File: src/rtl/serializer_stream.sv
// Frame-to-word serializer: one active frame plus one pending frame, ready/valid on both sides.
// Emits up to NUM_WORDS words per frame, LSW-first or MSW-first, with zero bubbles between frames.
module serializer_stream #(
  parameter  int WIDTH         = 8,
  parameter  int NUM_WORDS     = 4,
  parameter  int LITTLE_ENDIAN = 1,
  localparam int NW            = $clog2(NUM_WORDS + 1)
) (
  input  logic                       clk,
  input  logic                       i_reset_n,
  input  logic [WIDTH*NUM_WORDS-1:0] i_data,
  input  logic [NW-1:0]              i_nwords,
  input  logic                       i_dv,
  output logic                       o_ready,
  output logic [WIDTH-1:0]           o_data,
  output logic                       o_dv,
  output logic                       o_last,
  input  logic                       i_ready,
  output logic                       o_busy
);
  localparam int            DW   = WIDTH * NUM_WORDS;
  localparam logic [NW-1:0] MAXN = NW'(NUM_WORDS);
  localparam logic [NW-1:0] ONE  = NW'(1);

  logic [DW-1:0]    r_sh;
  logic [NW-1:0]    r_left;
  logic [DW-1:0]    r_pend_data;
  logic [NW-1:0]    r_pend_n;
  logic             r_pend_valid;
  logic             r_ready;
  logic [WIDTH-1:0] r_data;
  logic             r_dv;
  logic             r_last;

  logic             w_xfer, w_last_xfer, w_accept;
  logic             w_load_pend, w_load_in, w_to_pend, w_pend_nxt;
  logic [NW-1:0]    w_in_n, w_ld_n;
  logic [DW-1:0]    w_ld_data, w_aligned, w_ld_rest, w_nx_rest;
  logic [WIDTH-1:0] w_ld_first, w_nx_data;

  always_comb begin
    w_in_n      = (i_nwords == '0 || i_nwords > MAXN) ? MAXN : i_nwords;
    w_xfer      = r_dv & i_ready;
    w_last_xfer = w_xfer & r_last;
    w_accept    = i_dv & r_ready;
    w_load_pend = w_last_xfer & r_pend_valid;
    w_load_in   = w_accept & (~r_dv | w_last_xfer) & ~r_pend_valid;
    w_to_pend   = w_accept & ~w_load_in;
    w_pend_nxt  = w_to_pend | (r_pend_valid & ~w_load_pend);
    w_ld_data   = w_load_pend ? r_pend_data : i_data;
    w_ld_n      = w_load_pend ? r_pend_n : w_in_n;
    // MSW-first: left-justify the valid words so the next word is always at the top
    if (LITTLE_ENDIAN != 0) begin
      w_aligned  = w_ld_data;
      w_ld_first = w_aligned[WIDTH-1:0];
      w_ld_rest  = w_aligned >> WIDTH;
      w_nx_data  = r_sh[WIDTH-1:0];
      w_nx_rest  = r_sh >> WIDTH;
    end else begin
      w_aligned  = w_ld_data << (WIDTH * (NUM_WORDS - int'(w_ld_n)));
      w_ld_first = w_aligned[DW-1 -: WIDTH];
      w_ld_rest  = w_aligned << WIDTH;
      w_nx_data  = r_sh[DW-1 -: WIDTH];
      w_nx_rest  = r_sh << WIDTH;
    end
  end

  always_ff @(posedge clk or negedge i_reset_n) begin
    if (!i_reset_n) begin
      r_sh         <= '0;
      r_left       <= '0;
      r_pend_data  <= '0;
      r_pend_n     <= '0;
      r_pend_valid <= 1'b0;
      r_ready      <= 1'b0;
      r_data       <= '0;
      r_dv         <= 1'b0;
      r_last       <= 1'b0;
    end else begin
      r_ready      <= ~w_pend_nxt;
      r_pend_valid <= w_pend_nxt;
      if (w_to_pend) begin
        r_pend_data <= i_data;
        r_pend_n    <= w_in_n;
      end
      if (w_load_pend || w_load_in) begin
        r_dv   <= 1'b1;
        r_data <= w_ld_first;
        r_sh   <= w_ld_rest;
        r_left <= w_ld_n - ONE;
        r_last <= (w_ld_n == ONE);
      end else if (w_last_xfer) begin
        r_dv   <= 1'b0;
        r_last <= 1'b0;
      end else if (w_xfer) begin
        r_data <= w_nx_data;
        r_sh   <= w_nx_rest;
        r_left <= r_left - ONE;
        r_last <= (r_left == ONE);
      end
    end
  end

  assign o_ready = r_ready;
  assign o_data  = r_data;
  assign o_dv    = r_dv;
  assign o_last  = r_last;
  assign o_busy  = r_dv | r_pend_valid;

endmodule

File: config.mk
export PLATFORM = sky130hd
export DESIGN_NAME = serializer_stream
export DESIGN_NICKNAME = d
export VERILOG_FILES = /design/src/rtl/serializer_stream.sv
export SDC_FILE = /design/constraint.sdc
export NUM_CORES = 1
export LEC_CHECK = 0
export ABC_CLOCK_PERIOD_IN_PS = 5500
export BUFFER_PORTS_ARGS = -buffer_cell sky130_fd_sc_hd__buf_2
export CELL_PAD_IN_SITES_DETAIL_PLACEMENT = 1
export CELL_PAD_IN_SITES_GLOBAL_PLACEMENT = 1
export CORE_ASPECT_RATIO = 0.6
export CORE_MARGIN = 1.5
export CORE_UTILIZATION = 24
export CTS_CLUSTER_DIAMETER = 50
export DETAILED_ROUTE_END_ITERATION = 10
export PLACE_DENSITY = 0.54
export SKIP_CTS_REPAIR_TIMING = 1
export SYNTH_ARGS = -nofsm -noshare
export SYNTH_HDL_FRONTEND = slang
export SYNTH_SLANG_ARGS = --single-unit
File: constraint.sdc
create_clock -name clk -period 5.5 [get_ports clk]
set_input_delay 0.55 -clock clk [delete_from_list [all_inputs] [get_ports clk]]
set_output_delay 0.55 -clock clk [all_outputs]
set_load 0.1 [all_outputs]
==> results of run 1 <==
==> flip-flops by register name, summed over array words and instances, names as in the netlist <==
register      flops
o_data            8
o_dv              1
o_last            1
o_ready           1
r_left            3
r_pend_data      32
r_pend_n          3
r_pend_valid      1
r_sh             24
==> Yosys cell counts (all sizes together), types with 2 or more instances <==
cell	instances	area [µm²]
inv	14	52.6
a221o	10	100
o21ai	6	30.0
clkbuf	3	12.5
dfrtp	74	1850
nor2	3	11.3
ha	4	50.1
or2	2	12.5
nand2b	3	18.8
o211ai	2	15.0
nand2	56	210
a222oi	8	80.1
a31oi	15	93.8
nor2b	17	106
buf	22	136
a21oi	14	70.1
mux2	33	372
xnor2	2	17.5
a211oi	15	113
==> per-layer routing <==
layer / vias to the layer above / share of wire
li1: 1228 / -
met1: 1362 / 0.52
met2: 45 / 0.44
met3: 2 / 0.043
met4: 0 / 0.0014
met5: - / 0
==> worst max-delay path: cells and delay by family (launching register included) <==
kind,cells,cell delay (ns)
DFF,1,0.49
and+or+nand+nor,1,0.33
buffers and inverters,1,0.29
==> cell type report <==
type	instances	share of cell area
timing repair buffer	56	0.0715
clock inverter	5	0.0132
tap	192	0.0577
multi-input combinational	205	0.344
clock buffer	11	0.0559
sequential	74	0.444
inverter	15	0.0135
==> power groups by stage <==
stage / logic (mW) / clock network [mW] / registers [mW]
6_report: 1.18 / 0.576 / 1.01
5_1_grt: 1.30 / 0.620 / 1.05
4_1_cts: 1.20 / 0.597 / 1.01
3_5_place_dp: 1.20 / 0 / 1.02
3_3_place_gp: 1.17 / 0 / 1.01
2_1_floorplan: 0.736 / 0 / 1.22
==> per-stage QoR <==
step / cells / power [mW] / setup slack [ns]
3_3_place_gp: 542 / 2.18 / 3.26
2_1_floorplan: 319 / 1.96 / 3.00
3_5_place_dp: 542 / 2.22 / 3.17
6_report: 558 / 2.77 / 3.50
4_1_cts: 558 / 2.81 / 3.47
5_1_grt: 558 / 2.97 / 3.34
==> worst paths after layout <==
path | to | cells after the start
max | o_busy | 2
min | r_pend_data[7]$_DFFE_PN0P_ | 1
max reg2reg | r_sh[16]$_DFFE_PN0P_ | 4
min reg2reg | r_pend_n[0]$_DFFE_PN0P_ | 2
max in group asynchronous | r_pend_data[4]$_DFFE_PN0P_ | 1
min in group clk | r_sh[20]$_DFFE_PN0P_ | 3
==> cell families (layout without fill, tap and decap cells) <==
logic type	count (synthesis)	in the layout	synth area share
XOR/XNOR	2	2	0.00503
buffers and inverters	40	87	0.0589
adder cells (fa/ha/maj)	4	4	0.0144
AO/OA/AOI/OAI	75	75	0.156
AND/OR/NAND/NOR	90	90	0.125
multiplexers	34	34	0.109
flip-flops	74	74	0.531
==> run_results.csv, run 1 <==
group,metric,value,unit
outcome,outcome,"complete, no violations",
synth,async_flop_share,1.00,
setup_path,critical_path_class,"reg -> out",
global_routing,grt_pass1_wl,15200,µm
global_routing,busiest_layer,"met2",
power,p_leak,1.88,nW
sta,drv_slew,0,
cts,cts_sinks,74,
final_layout,fin_area,4170,µm²
die,rows,33,
route,wire_per_inst,16.9,µm
die,num_io_pins,51,
die,start_util,0.251,
die,fp.coreArea,13900,µm²
hold_path,hold_path_class,"in -> async",
sta,rsz0062_at_grt,"false",
sta,finalCritPeriodShare,0.363,
setup_path,worst_setup_path_end_kind,"output pin",
final_layout,final_cell_mix,"74 x dfrtp_1, 56 x nand2_1, 49 x buf_2",
final_layout,area_growth,19.5,%
setup_path,max_stage_delay,0.49,ns
final_layout,seqCellArea,1850,µm²
final_layout,utilization,0.299,
synth,seq_area_frac_synth,0.531,
synth,synth_cells,319,
final_layout,multiInputGateArea,1430,µm²
sta,worstMarginPinSlew,0.987,ns
die,fp.dieH,96.4,µm
global_routing,grt_pass1_vias,2737,
global_routing,antenna_found_initial,0,
global_routing,grt_overflow,0,
global_routing,grtUsageTotal,0.135,
sta,hold_ws,0.373,ns
route,drc,0,
cts,clock_path_buffers,2,
synth,yosys_most_used_dff,"dfrtp_1",
synth,yosys.cell_types.count,40,
synth,syn_nets,362,
power,internal_power,1.60,mW
route,routed_wl,9410,µm
setup_path,crit_arrival,1.45,ns
setup_path,critPathLaunchType,"flip-flop",
cts,root_buffer,"clkbuf_16",
cts,cts_inserted_buffers,9,
power,p_clk_frac,0.208,
synth,synthesis.area_per_instance,10.9,µm²
setup_path,reg2reg_from,"r_pend_valid$_DFF_PN0_",
placed_design,post-dp-hpwl,6270,µm
route,drt_pass1_iterations,4,
die,die_area,15300,µm²
sta,slew-limit-headroom,0.342,
final_layout,layout_commonest_cell,"dfrtp_1",
setup_path,critPathLaunch,"o_dv$_DFFE_PN0P_",
route,final_antenna_net_count,0,
power,swShare,0.421,
setup_path,critPathSlowestCell,"dfrtp_1",
placed_design,place_congestion,0.744,
die,dieWidth,159,µm
setup_path,reg2reg_slack,3.54,ns
setup_path,critPathMaxFanout,13,
placed_design,port-buffer-count,50,
route,vias_per_cell,4.73,
power,vdd_drop_max,0.236,mV
route,vias,2637,
global_routing,met1_usage,0.192,
cts,clk_latency,0.33,ns
synth,yosys_warnings,0,
final_layout,n_antenna_cell,0,
synth,synth-seq-cells,74,
route,drtIter0Drc,148,
synth,synth_edf_count,0,
sta,setup_viol,0,
power,p_switching,1.17,mW
setup_path,cp_data_required_time,4.95,ns
job,drv_cap,0,
global_routing,grt_max_degree,75,
synth,syn_area,3490,µm²
final_layout,nFillCells,1585,
sta,hold_violations,0,
sta,clock.fmax,501,MHz
sta,fin_crit,2.00,ns
placed_design,place_area,3880,µm²
global_routing,grt_use_met3,0.0414,
final_layout,num-nets-final,404,
setup_path,crit_chain,"or2_2 -> buf_2",
sta,finClkSkew,0.00606,ns
power,pwr_density_cell,664,nW/µm²
power,pwr-share-seq,0.364,
final_layout,drive_gt1_frac,0.295,
cts,clk_pin_slew,0.06,ns
cts,htreeDepth,3,
global_routing,met2_usage,0.200,
power,combinationalPowerShare,0.427,
cts,cts_tree,"built",
sta,setup-tns-final,0,ns
(Power assumes the default switching activity.)
==> run 2: changes to the inputs <==
--- a/config.mk
+++ b/config.mk
@@ -5,7 +5,7 @@
 export SDC_FILE = /design/constraint.sdc
 export NUM_CORES = 1
 export LEC_CHECK = 0
-export ABC_CLOCK_PERIOD_IN_PS = 5500
+export ABC_CLOCK_PERIOD_IN_PS = 1650
 export BUFFER_PORTS_ARGS = -buffer_cell sky130_fd_sc_hd__buf_2
 export CELL_PAD_IN_SITES_DETAIL_PLACEMENT = 1
 export CELL_PAD_IN_SITES_GLOBAL_PLACEMENT = 1
@@ -14,7 +14,7 @@
 export CORE_UTILIZATION = 24
 export CTS_CLUSTER_DIAMETER = 50
 export DETAILED_ROUTE_END_ITERATION = 10
-export PLACE_DENSITY = 0.54
+export PLACE_DENSITY = 0.55
 export SKIP_CTS_REPAIR_TIMING = 1
 export SYNTH_ARGS = -nofsm -noshare
 export SYNTH_HDL_FRONTEND = slang
==> constraint.sdc (replaced) <==
create_clock -name clk -period 1.65 [get_ports clk]
set_input_delay 0.165 -clock clk [delete_from_list [all_inputs] [get_ports clk]]
set_output_delay 0.165 -clock clk [all_outputs]
set_load 0.1 [all_outputs]
==> run 2 against run 1 <==
Effect of this change: the run now ends with negative setup slack left; critical path depth is 4 higher; flip-flop and latch count stayed put; hold slack got worse by 0.31 ns; sequential power rose to 3.5 times the previous value; global-route usage rose by 0.96 points; core utilization up 5.0 points; clock-buffer cell count rose by 1; cell count up 5.6%; wire length rose by 13%; sequential share of layout area decreased by 6.2 points; die area unchanged; design area rose by 17%; critical path type is now reg -> reg; largest cell class unchanged.
==> run_results.csv, run 2 (synthesis results as in run 1) <==
group,metric,value,unit
sta,clock.fmax,576,MHz
sta,setup_ws,-0.0864,ns
placed_design,place_area,4340,µm²
final_layout,drive_gt1_frac,0.433,
final_layout,final_cell_mix,"70 x dfrtp_1, 53 x nand2_1, 50 x buf_2",
final_layout,n_antenna_cell,0,
route,routed_wl,10600,µm
route,drc,0,
sta,finalCritPeriodShare,1.05,
final_layout,num-nets-final,435,
final_layout,layout_commonest_cell,"dfrtp_1",
sta,worstMarginPinSlew,0.511,ns
cts,clock_path_buffers,2,
die,num_io_pins,51,
cts,root_buffer,"clkbuf_16",
cts,cts_tree,"built",
setup_path,critPathLaunchType,"flip-flop",
sta,hold_violations,0,
die,rows,33,
setup_path,cp_data_required_time,1.90,ns
global_routing,grt_max_degree,47,
die,start_util,0.251,
cts,cts_sinks,74,
sta,setup-tns-final,-1.23,ns
setup_path,critPathMaxFanout,4,
route,final_antenna_net_count,0,
global_routing,met1_usage,0.227,
outcome,outcome,"finished, violations left",
sta,setup_viol,41,
cts,clk_latency,0.33,ns
power,internal_power,6.39,mW
route,wire_per_inst,18.0,µm
hold_path,hold_path_class,"in -> reg",
cts,htreeDepth,3,
die,fp.dieH,96.4,µm
global_routing,grtUsageTotal,0.145,
sta,hold_ws,0.0667,ns
placed_design,port-buffer-count,50,
global_routing,grt_overflow,0,
final_layout,fin_area,4870,µm²
power,pwr_density_cell,2230,nW/µm²
global_routing,antenna_found_initial,0,
global_routing,met2_usage,0.194,
power,p_clk_frac,0.175,
setup_path,critical_path_class,"reg -> reg",
sta,slew-limit-headroom,0.656,
power,swShare,0.411,
setup_path,crit_arrival,1.98,ns
sta,finClkSkew,0.00568,ns
die,dieWidth,159,µm
final_layout,fin_cells,589,
placed_design,post-dp-hpwl,7400,µm
die,die_area,15300,µm²
global_routing,busiest_layer,"met1",
global_routing,grt_pass1_wl,16100,µm
placed_design,post-place-ws,-0.207,ns
power,power,10.8,mW
final_layout,area_growth,39.7,%
route,vias,2713,
global_routing,grt_use_met3,0.0347,
power,p_leak,2.29,nW
power,vdd_drop_max,0.631,mV
power,p_switching,4.46,mW
placed_design,placed_cells,567,
sta,rsz0062_at_grt,"true",
outcome,violations,"negative setup slack",
placed_design,place_congestion,0.718,
job,drv_cap,0,
setup_path,worst_setup_path_end_kind,"flip-flop",
sta,drv_slew,0,
global_routing,grt_pass1_vias,2819,
cts,clk_pin_slew,0.06,ns
route,drtIter0Drc,132,
die,fp.coreArea,13900,µm²
power,pwr-share-seq,0.328,
route,drt_pass1_iterations,4,
sta,fin_crit,1.74,ns
final_layout,nFillCells,1523,
route,vias_per_cell,4.61,
final_layout,regMostFlops,"r_pend_data",
power,combinationalPowerShare,0.497,
final_layout,utilization,0.350,
cts,cts_inserted_buffers,9,
final_layout,largest_reg_flops,32,
-- run 2: cell count changes in the layout (fill, tap and decap cells not counted), moves of 4 or more --
| cell | previous run | this run |
|---|---|---|
| mux2_2 | 33 | 1 |
| mux2_4 | 0 | 32 |
| buf_4 | 7 | 22 |
| a211oi_1 | 15 | 3 |
| a211oi_2 | 0 | 12 |
| buf_12 | 0 | 11 |
| dfrtp_1 | 74 | 70 |
| o21ai_0 | 6 | 2 |
| o21ai_2 | 0 | 4 |
-- run 2: worst paths after layout --
path | from | to | slack, ns | cells after the start
worst max-delay path | o_dv$_DFFE_PN0P_ | r_left[2]$_DFFE_PN0P_ | -0.09 | 6
worst min-delay path | i_data[27] | r_sh[19]$_DFFE_PN0P_ | 0.07 | 3
worst max register to register | o_dv$_DFFE_PN0P_ | r_left[2]$_DFFE_PN0P_ | -0.09 | 6
worst min register to register | r_sh[21]$_DFFE_PN0P_ | r_sh[21]$_DFFE_PN0P_ | 0.50 | 2
max in group asynchronous | i_reset_n | r_pend_data[22]$_DFFE_PN0P_ | 0.76 | 3
min in group asynchronous | i_reset_n | r_pend_valid$_DFF_PN0_ | 0.30 | 2
-- run 2: cell type report --
cell class / instances / area (µm²) / area share
timing repair buffer: 87 / 697 / 0.143
sequential: 74 / 1860 / 0.383
clock inverter: 4 / 25.0 / 0.00514
clock buffer: 12 / 267 / 0.0547
tap: 192 / 240 / 0.0493
inverter: 15 / 56.3 / 0.0116
multi-input combinational: 205 / 1720 / 0.353
-- run 2: critical path, cell delays in order (launching register included) --
cell and delay [ns]:
dfrtp_4 0.50, buf_12 0.14, nand4_1 0.22, mux2_4 0.35, ha_4 0.17, xnor2_2 0.12, o22ai_1 0.16
-- run 2: per-layer routing --
metal / vias up / part of all wire / wire length, µm
met5: - / 0 / 0
met4: 0 / 0.0069 / 73
met3: 7 / 0.036 / 379
met2: 52 / 0.40 / 4230
met1: 1369 / 0.56 / 5910
li1: 1285 / - / -
-- run 2: power groups by stage --
stage,Combinational [mW],Sequential [mW],Clock [mW]
global route,5.79,3.66,2.04
floorplan,2.92,4.14,0
global placement,4.80,3.51,0
finish,5.39,3.56,1.89
detailed placement,4.89,3.55,0
CTS,4.92,3.53,1.96
